`src/rtl/multicycle_control.sv`:
```
//------------------------------------------------------------------------------
// Module  : multicycle_control
// Brief   : Multicycle RV32I control FSM driving the shared ALU/memory datapath.
// Revision: 1.0
//------------------------------------------------------------------------------
`default_nettype none

module multicycle_control #(
    parameter int SUPPORT_IALU   = 1,
    parameter int SUPPORT_BRANCH = 1,
    parameter int SUPPORT_JAL    = 1,
    parameter int MEM_WAIT       = 1
) (
    input  logic       clk,
    input  logic       rst,
    input  logic [6:0] op_code,
    input  logic [2:0] func3,
    input  logic [6:0] func7,
    input  logic       zero,
    input  logic       mem_ready,
    output logic       pc_write,
    output logic       adr_source,
    output logic       mem_write,
    output logic       ir_write,
    output logic       reg_write,
    output logic [1:0] result_source,
    output logic [1:0] alu_src_a,
    output logic [1:0] alu_src_b,
    output logic [2:0] imm_type,
    output logic [2:0] alu_control,
    output logic       illegal,
    output logic [3:0] state
);

    typedef enum logic [3:0] {
        S_RESET    = 4'd0,
        S_FETCH    = 4'd1,
        S_DECODE   = 4'd2,
        S_MEMADR   = 4'd3,
        S_MEMREAD  = 4'd4,
        S_MEMWB    = 4'd5,
        S_MEMWRITE = 4'd6,
        S_EXECR    = 4'd7,
        S_EXECI    = 4'd8,
        S_ALUWB    = 4'd9,
        S_BRANCH   = 4'd10,
        S_JAL      = 4'd11,
        S_TRAP     = 4'd15
    } state_t;

    localparam logic [6:0] c_OP_LOAD  = 7'b0000011;
    localparam logic [6:0] c_OP_STORE = 7'b0100011;
    localparam logic [6:0] c_OP_RTYPE = 7'b0110011;
    localparam logic [6:0] c_OP_IALU  = 7'b0010011;
    localparam logic [6:0] c_OP_BR    = 7'b1100011;
    localparam logic [6:0] c_OP_JAL   = 7'b1101111;

    localparam logic [2:0] c_IMM_I = 3'b000;
    localparam logic [2:0] c_IMM_S = 3'b001;
    localparam logic [2:0] c_IMM_B = 3'b010;
    localparam logic [2:0] c_IMM_J = 3'b011;

    localparam logic [2:0] c_ALU_ADD  = 3'b000;
    localparam logic [2:0] c_ALU_SUB  = 3'b001;
    localparam logic [2:0] c_ALU_AND  = 3'b010;
    localparam logic [2:0] c_ALU_OR   = 3'b011;
    localparam logic [2:0] c_ALU_SLT  = 3'b101;
    localparam logic [2:0] c_ALU_NONE = 3'b111;

    state_t r_state;
    state_t w_next;

    logic w_ready;
    logic w_is_load, w_is_store, w_is_rtype, w_is_ialu, w_is_br, w_is_jal;
    logic w_alu_f3_ok, w_rtype_ok, w_br_ok, w_mem_ok;
    logic [2:0] w_alu_func;

    // With wait states disabled every memory access completes in one cycle.
    assign w_ready = (MEM_WAIT != 0) ? mem_ready : 1'b1;

    assign w_is_load  = (op_code == c_OP_LOAD);
    assign w_is_store = (op_code == c_OP_STORE);
    assign w_is_rtype = (op_code == c_OP_RTYPE);
    assign w_is_ialu  = (op_code == c_OP_IALU) && (SUPPORT_IALU != 0);
    assign w_is_br    = (op_code == c_OP_BR)   && (SUPPORT_BRANCH != 0);
    assign w_is_jal   = (op_code == c_OP_JAL)  && (SUPPORT_JAL != 0);

    assign w_alu_f3_ok = (func3 == 3'b000) || (func3 == 3'b010) ||
                         (func3 == 3'b110) || (func3 == 3'b111);
    assign w_rtype_ok  = w_alu_f3_ok &&
                         ((func7 == 7'b0000000) ||
                          ((func7 == 7'b0100000) && (func3 == 3'b000)));
    assign w_br_ok     = (func3 == 3'b000) || (func3 == 3'b001);
    assign w_mem_ok    = (func3 == 3'b010);

    always_comb begin
        w_alu_func = c_ALU_NONE;
        case (func3)
            3'b000:  w_alu_func = ((r_state == S_EXECR) && func7[5]) ? c_ALU_SUB : c_ALU_ADD;
            3'b010:  w_alu_func = c_ALU_SLT;
            3'b110:  w_alu_func = c_ALU_OR;
            3'b111:  w_alu_func = c_ALU_AND;
            default: w_alu_func = c_ALU_NONE;
        endcase
    end

    always_ff @(posedge clk or posedge rst) begin
        if (rst) begin
            r_state <= S_RESET;
        end else begin
            r_state <= w_next;
        end
    end

    always_comb begin
        w_next = r_state;
        case (r_state)
            S_RESET:  w_next = S_FETCH;
            S_FETCH:  w_next = w_ready ? S_DECODE : S_FETCH;
            S_DECODE: begin
                if ((w_is_load || w_is_store) && w_mem_ok) w_next = S_MEMADR;
                else if (w_is_rtype && w_rtype_ok)         w_next = S_EXECR;
                else if (w_is_ialu && w_alu_f3_ok)         w_next = S_EXECI;
                else if (w_is_br && w_br_ok)               w_next = S_BRANCH;
                else if (w_is_jal)                         w_next = S_JAL;
                else                                       w_next = S_TRAP;
            end
            S_MEMADR:   w_next = w_is_store ? S_MEMWRITE : S_MEMREAD;
            S_MEMREAD:  w_next = w_ready ? S_MEMWB : S_MEMREAD;
            S_MEMWB:    w_next = S_FETCH;
            S_MEMWRITE: w_next = w_ready ? S_FETCH : S_MEMWRITE;
            S_EXECR:    w_next = S_ALUWB;
            S_EXECI:    w_next = S_ALUWB;
            S_ALUWB:    w_next = S_FETCH;
            S_BRANCH:   w_next = S_FETCH;
            S_JAL:      w_next = S_ALUWB;
            S_TRAP:     w_next = S_TRAP;
            default:    w_next = S_TRAP;
        endcase
    end

    always_comb begin
        pc_write      = 1'b0;
        adr_source    = 1'b0;
        mem_write     = 1'b0;
        ir_write      = 1'b0;
        reg_write     = 1'b0;
        result_source = 2'b00;
        alu_src_a     = 2'b00;
        alu_src_b     = 2'b00;
        imm_type      = c_IMM_I;
        alu_control   = c_ALU_NONE;
        illegal       = 1'b0;
        case (r_state)
            S_RESET: alu_control = c_ALU_ADD;
            S_FETCH: begin
                alu_src_b     = 2'b10;
                alu_control   = c_ALU_ADD;
                result_source = 2'b10;
                ir_write      = w_ready;
                pc_write      = w_ready;
            end
            S_DECODE: begin
                // Computes the branch/jump target into the ALU-out register.
                alu_src_a   = 2'b01;
                alu_src_b   = 2'b01;
                alu_control = c_ALU_ADD;
                if (op_code == c_OP_STORE)    imm_type = c_IMM_S;
                else if (op_code == c_OP_BR)  imm_type = c_IMM_B;
                else if (op_code == c_OP_JAL) imm_type = c_IMM_J;
                else                          imm_type = c_IMM_I;
            end
            S_MEMADR: begin
                alu_src_a   = 2'b10;
                alu_src_b   = 2'b01;
                alu_control = c_ALU_ADD;
                imm_type    = w_is_store ? c_IMM_S : c_IMM_I;
            end
            S_MEMREAD: adr_source = 1'b1;
            S_MEMWB: begin
                result_source = 2'b01;
                reg_write     = 1'b1;
            end
            S_MEMWRITE: begin
                adr_source = 1'b1;
                mem_write  = 1'b1;
            end
            S_EXECR: begin
                alu_src_a   = 2'b10;
                alu_control = w_alu_func;
            end
            S_EXECI: begin
                alu_src_a   = 2'b10;
                alu_src_b   = 2'b01;
                alu_control = w_alu_func;
            end
            S_ALUWB: reg_write = 1'b1;
            S_BRANCH: begin
                alu_src_a   = 2'b10;
                alu_control = c_ALU_SUB;
                pc_write    = (func3 == 3'b001) ? ~zero : zero;
            end
            S_JAL: begin
                alu_src_a   = 2'b01;
                alu_src_b   = 2'b10;
                alu_control = c_ALU_ADD;
                pc_write    = 1'b1;
            end
            S_TRAP:  illegal = 1'b1;
            default: illegal = 1'b1;
        endcase
    end

    assign state = r_state;

endmodule

`default_nettype wire
```
`config.mk`:
```
export PLATFORM = sky130hd
export DESIGN_NAME = multicycle_control
export DESIGN_NICKNAME = d
export VERILOG_FILES = /design/src/rtl/multicycle_control.sv
export SDC_FILE = /design/constraint.sdc
export NUM_CORES = 1
export LEC_CHECK = 0
export BUFFER_PORTS_ARGS = -buffer_cell sky130_fd_sc_hd__buf_2
export CAP_MARGIN = 10
export CORE_UTILIZATION = 30
export DETAILED_ROUTE_END_ITERATION = 8
export SYNTH_ARGS = -nofsm -noshare
export SYNTH_HDL_FRONTEND = slang
export SYNTH_SLANG_ARGS = --single-unit
```
`constraint.sdc`:
```
create_clock -name clk -period 1.7 [get_ports clk]
set_clock_uncertainty 0.05 [all_clocks]
set_input_delay 0.255 -clock clk [delete_from_list [all_inputs] [get_ports clk]]
set_output_delay 0.255 -clock clk [all_outputs]
set_load 0.01 [all_outputs]
```
======== Yosys cells after proc, flatten, opt, wreduce, memory -nomap -nowiden ========
Cells that the tools add are included.
word-level totals
  output and inout port bits .............. 22
  input bits .............................. 21
  bits in registers ....................... 4
  word-level logic and storage cells ...... 79
operators by class
  reductions and logical operators ........ 27
  bitwise logic cells ..................... 1
  eq/ne operators ......................... 22
  multiplexer cells ....................... 28
operator list
  operator              number
  $pmux W4 S7           1
  $eq A7 B6 Y1 const B  3
  $eq A4 B3 Y1 const B  4
  $eq A4 B4 Y1 const B  4
  $pmux W2 S2           4
  $eq A7 B7 Y1 const B  2
  $mux W3               4
  $pmux W3 S4           1
  $reduce_or A12 Y1     1
  $mux W2               5
  $reduce_or A2 Y1      5
  $mux W1               9
  $pmux W3 S3           1
  $eq A4 B2 Y1 const B  2
  $mux W4               2
  $reduce_or A4 Y1      2
  $eq A7 B2 Y1 const B  1
  $eq A7 B5 Y1 const B  1
  $logic_and A1 B1 Y1   7
  $logic_not A7 Y1      1
  $eq A3 B3 Y1 const B  2
  $logic_or A1 B1 Y1    6
  $reduce_or A3 Y1      2
  $reduce_or A5 Y1      1
  7 further kinds       7

======== Depth between registers and ports, before layout ========
  depth after elaboration ................. 9
  mapped depth ............................ 5
  depth with buffers taken out ............ 4

======== Worst setup path after synthesis ========
No wires, ideal clock.
  kind .................................... reg2out
  from .................................... register r_state[1] (netlist: state[1])
  to ...................................... output port pc_write
  arrival time ............................ 1.321 ns
  stages on the path, launching flop included .. 5
  buffers on the path ..................... 0
  required time ........................... 1.395 ns
  path slack .............................. 0.074 ns
  cells stage by stage .................... dfrtp_1 nand2b_1 or4_1 inv_1 a41o_1
on the way
  longest elaborated chain between the ends .. 2
  elaborated cells between the ends (all ways) .. 4
  those cells by class .................... eq/ne (3); mux (1)
RTL lines
  element                                       line  RTL
  start, declared                               70    state_t r_state;
  start signal, assigned                        111   r_state <= w_next;
  $eq A4 B4 Y1 or $eq A4 B1 Y1 (tied branches)  154   case (r_state)
  $pmux W1 S3 (*)                               154
  end, declared                                 21    output logic pc_write,
Every way passes the cells marked *; elsewhere a longest branch is shown, timed or not.

======== Worst setup path after layout ========
Ends and elaborated chain as after synthesis.

==> impl_results.md <==
* Fraction of registers with async set or reset after synthesis at 100.0%
* Flip-flop and latch count after synthesis at 4
* Filler cell count in the final layout at 179
* Critical path endpoint category: primary output
* Number of top-level pins at 43
* Count of yosys warnings during synthesis at 0
* P per Cell Area at 237.8 nW/µm²
* Average wire per cell in the routed design at 12.99 µm
* EDFF count, synth at 0
* Number of antenna violations at the first check in global routing at 0
* Count of pins over their slew limit at 0
* Most common library cell in the layout ignoring fill and taps: buf_2
* Net count, final at 188
* Number of buffers on the longest clock path at 2
* # H-tree levels at 1
* DR vias/cell at 5.406
* WL final at 2494 µm
* Launching instance or port of the critical path: state[1]
* Run status: complete, but fails checks
* Number of flip-flops in the largest register at 4
* Maximum net fanout on the critical path at 4
* Unique masters post-synth at 39
* Maximum number of pins on one net before global-route repair at 12
* Leakage power figure at 0.5939 nW
* R2r startpoint: state[0]
* Maximum vdd ir drop at 303.8 µV
* Clock tree root driver cell: clkbuf_4
* Final GP Congestion at 0.7855
* Initial drt markers at 18
* Total congestion overflow after global routing at 0
* Ys flop type: dfrtp_1
* Count of endpoints failing hold in the final timing report at 0
* Sort of element at the start of the critical path: flip-flop
* Die X at 48.48 µm
* Number of vias after detailed routing at 1038
* Number of failing setup endpoints in the final timing report at 6
* Post-synthesis area per instance at 6.547 µm²
* Portion of the post-synthesis area used by sequential elements at 15.44%
* Number of global-route vias before repair at 953
* Die area at 2350 µm²
* WHS at 0.3120 ns
* Power consumption at 0.2905 mW
* Reg2reg setup slack at 0.11 ns
* Fraction of final layout cells sized beyond drive strength 1 at 58.79%
* Count of maximum capacitance violations at 0
* Area occupied by multi-input gates at 604.3 µm²
* Endpoint required time on the critical path at 1.39 ns
* Initial core utilization at 32.38%
* Core utilization of the finished layout at 61.00%
* Reg-to-Reg End: state[2]
* Cells along the critical path: nand2b_4 > or4_4 > inv_2 > a41o_1 > buf_2
* CP peak stage delay at 0.42 ns
* Clock net sink count at 4
* Vert. Die Dim at 48.48 µm
* Detailed-placement wirelength estimate at 1754 µm
* Diodes inserted at 0
* Combined flip-flop and latch cell area at 102.6 µm²
* Final period utilization at 106.1%
* Arr. time, crit path at 1.50 ns
* Cells taking the most area after synthesis: dfrtp_1 15%, o21ai_0 6.9%, nor2_1 6.9%, a21oi_1 6.2%, nand2b_1 3.9%
* Buffers and inverters on the worst path at 2
* Reg clk slew, reported paths at 0.04 ns
* Remaining routing DRC violations at 0
* Post-synth net total at 120
* Number of CTS-inserted buffers at 3
* Worst slack, placed at -0.03024 ns
* Peak clock frequency supported by timing at 554.2 MHz
* Drt first pass iters at 6
* Number of logic stages on the critical path including buffering at 5
* Unrepaired setup endpoints after global routing: yes
* Clock tree from TritonCTS: done
* Port-buffer cells at 41
* Portion of synthesized cell area occupied by the leading cell type at 15.44%
* Area growth from synthesis to final layout at 88.42%
* Cells on worst reg2reg path at 6
* Kind of cell with the highest combined delay on the critical path: simple AND/OR/NAND/NOR gates
* Placed Area at 970.9 µm²
* Critical path start-end classification: flip-flop to primary output
* Final design instance area without fill at 1221 µm²
* GRT Resource Usage Total at 21.51%
* Global-route wire length before repair at 4077 µm
* Cell at the slowest stage of the critical path: or4_4
* Worst Slack Setup Final at -0.1043 ns
* Number of rows created at floorplan at 16
* Endpoint of the most critical setup path: pc_write
* Area of the core at 2002 µm²
* Clock latency reported for the late side of the worst-skew pair at 0.24 ns
* Worst min-delay path category: primary input to flip-flop
* Post-synth top area cell: dfrtp_1
* Most frequent cells in the layout: 41 x buf_2, 23 x buf_4, 11 x nor2_1, 6 x a21oi_1, 6 x o21ai_0
* Failing checks: setup timing
* Remaining number of nets flagged by the antenna check after routing at 0
* Post-Syn Instances at 99
* Post-layout minimum cycle time at 1.804 ns
* Post-synthesis cell area at 648.1 µm²
==> worst min-delay path by stage <==
| stage | from | end | slack (ns) | cells after the start |
|---|---|---|---|---|
| after floorplan | rst | state[0] | -0.03 | 1 |
| after global placement | rst | state[1] | 0.09 | 2 |
| after detailed placement | rst | state[2] | 0.09 | 2 |
| after CTS | op_code[5] | state[1] | 0.30 | 3 |
| after global routing | func7[5] | state[3] | 0.35 | 3 |
| final | op_code[5] | state[1] | 0.31 | 3 |
==> cell type report <==
type | instances | share of cell area [%]
timing repair buffer | 69 | 35.45
inverter | 6 | 2.049
multi-input combinational | 83 | 49.49
tap | 27 | 2.766
sequential | 4 | 8.402
clock buffer | 3 | 1.844
==> power by group <==
group,leakage (nW),internal [mW],switching (mW)
registers,0.0344,0.0957,0
clock network,0.0138,0.0792,0.0423
logic,0.546,0.0339,0.0393
total,0.594,0.209,0.0816
==> Yosys cell counts, drive strengths merged, types with 2 or more instances <==
cell     instances
a2111oi          2
a21oi            8
a22oi            2
and2             2
buf              3
clkbuf           3
dfrtp            4
inv              6
nand2            6
nand2b           4
nand3            4
nand3b           2
nor2            12
nor2b            2
nor3             5
o2111ai          2
o21ai            9
o311ai           2
o31ai            3
or2              2
or3              2
or4              2
==> cell families after synthesis <==
logic type	after synthesis	share of synthesized area, %
DFF	4	15.44
other	1	0.5786
buffers and inverters	12	7.915
AOI/OAI and AO/OA	34	35.14
and+or+nand+nor	48	40.93
==> stage by stage <==
stage,std cells,setup TNS (ns)
floorplan,99,0
global placement,176,-0.01394
detailed placement,176,-0.03024
CTS,185,-0.4860
global route,192,-0.9455
finish,192,-0.2757
==> what timing repair did <==
item                                   CTS  global route
hold buffers                             1             0
setup endpoints to repair                8            11
buffers inserted                         5             8
resized for setup                       19            16
pin swaps                                3             8
gates cloned                             0             0
endpoints found under the hold margin    4             0
==> routing by layer <==
metal	vias to the layer above	global-route usage (%)	routed length (µm)
li1	506	-	-
met1	486	25.53	991
met2	42	38.73	1334
met3	4	4.088	126
met4	0	6.863	40
met5	-	0	0
==> worst register-to-register path, delay by kind of cell, from the launching register on <==
| kind | cells | cell delay [ns] |
|---|---|---|
| AND/OR/NAND/NOR | 2 | 0.37 |
| AO/OA/AOI/OAI | 2 | 0.37 |
| buffers and inverters | 2 | 0.22 |
| flip-flops | 1 | 0.46 |
Power figures use the tool's default switching activity.
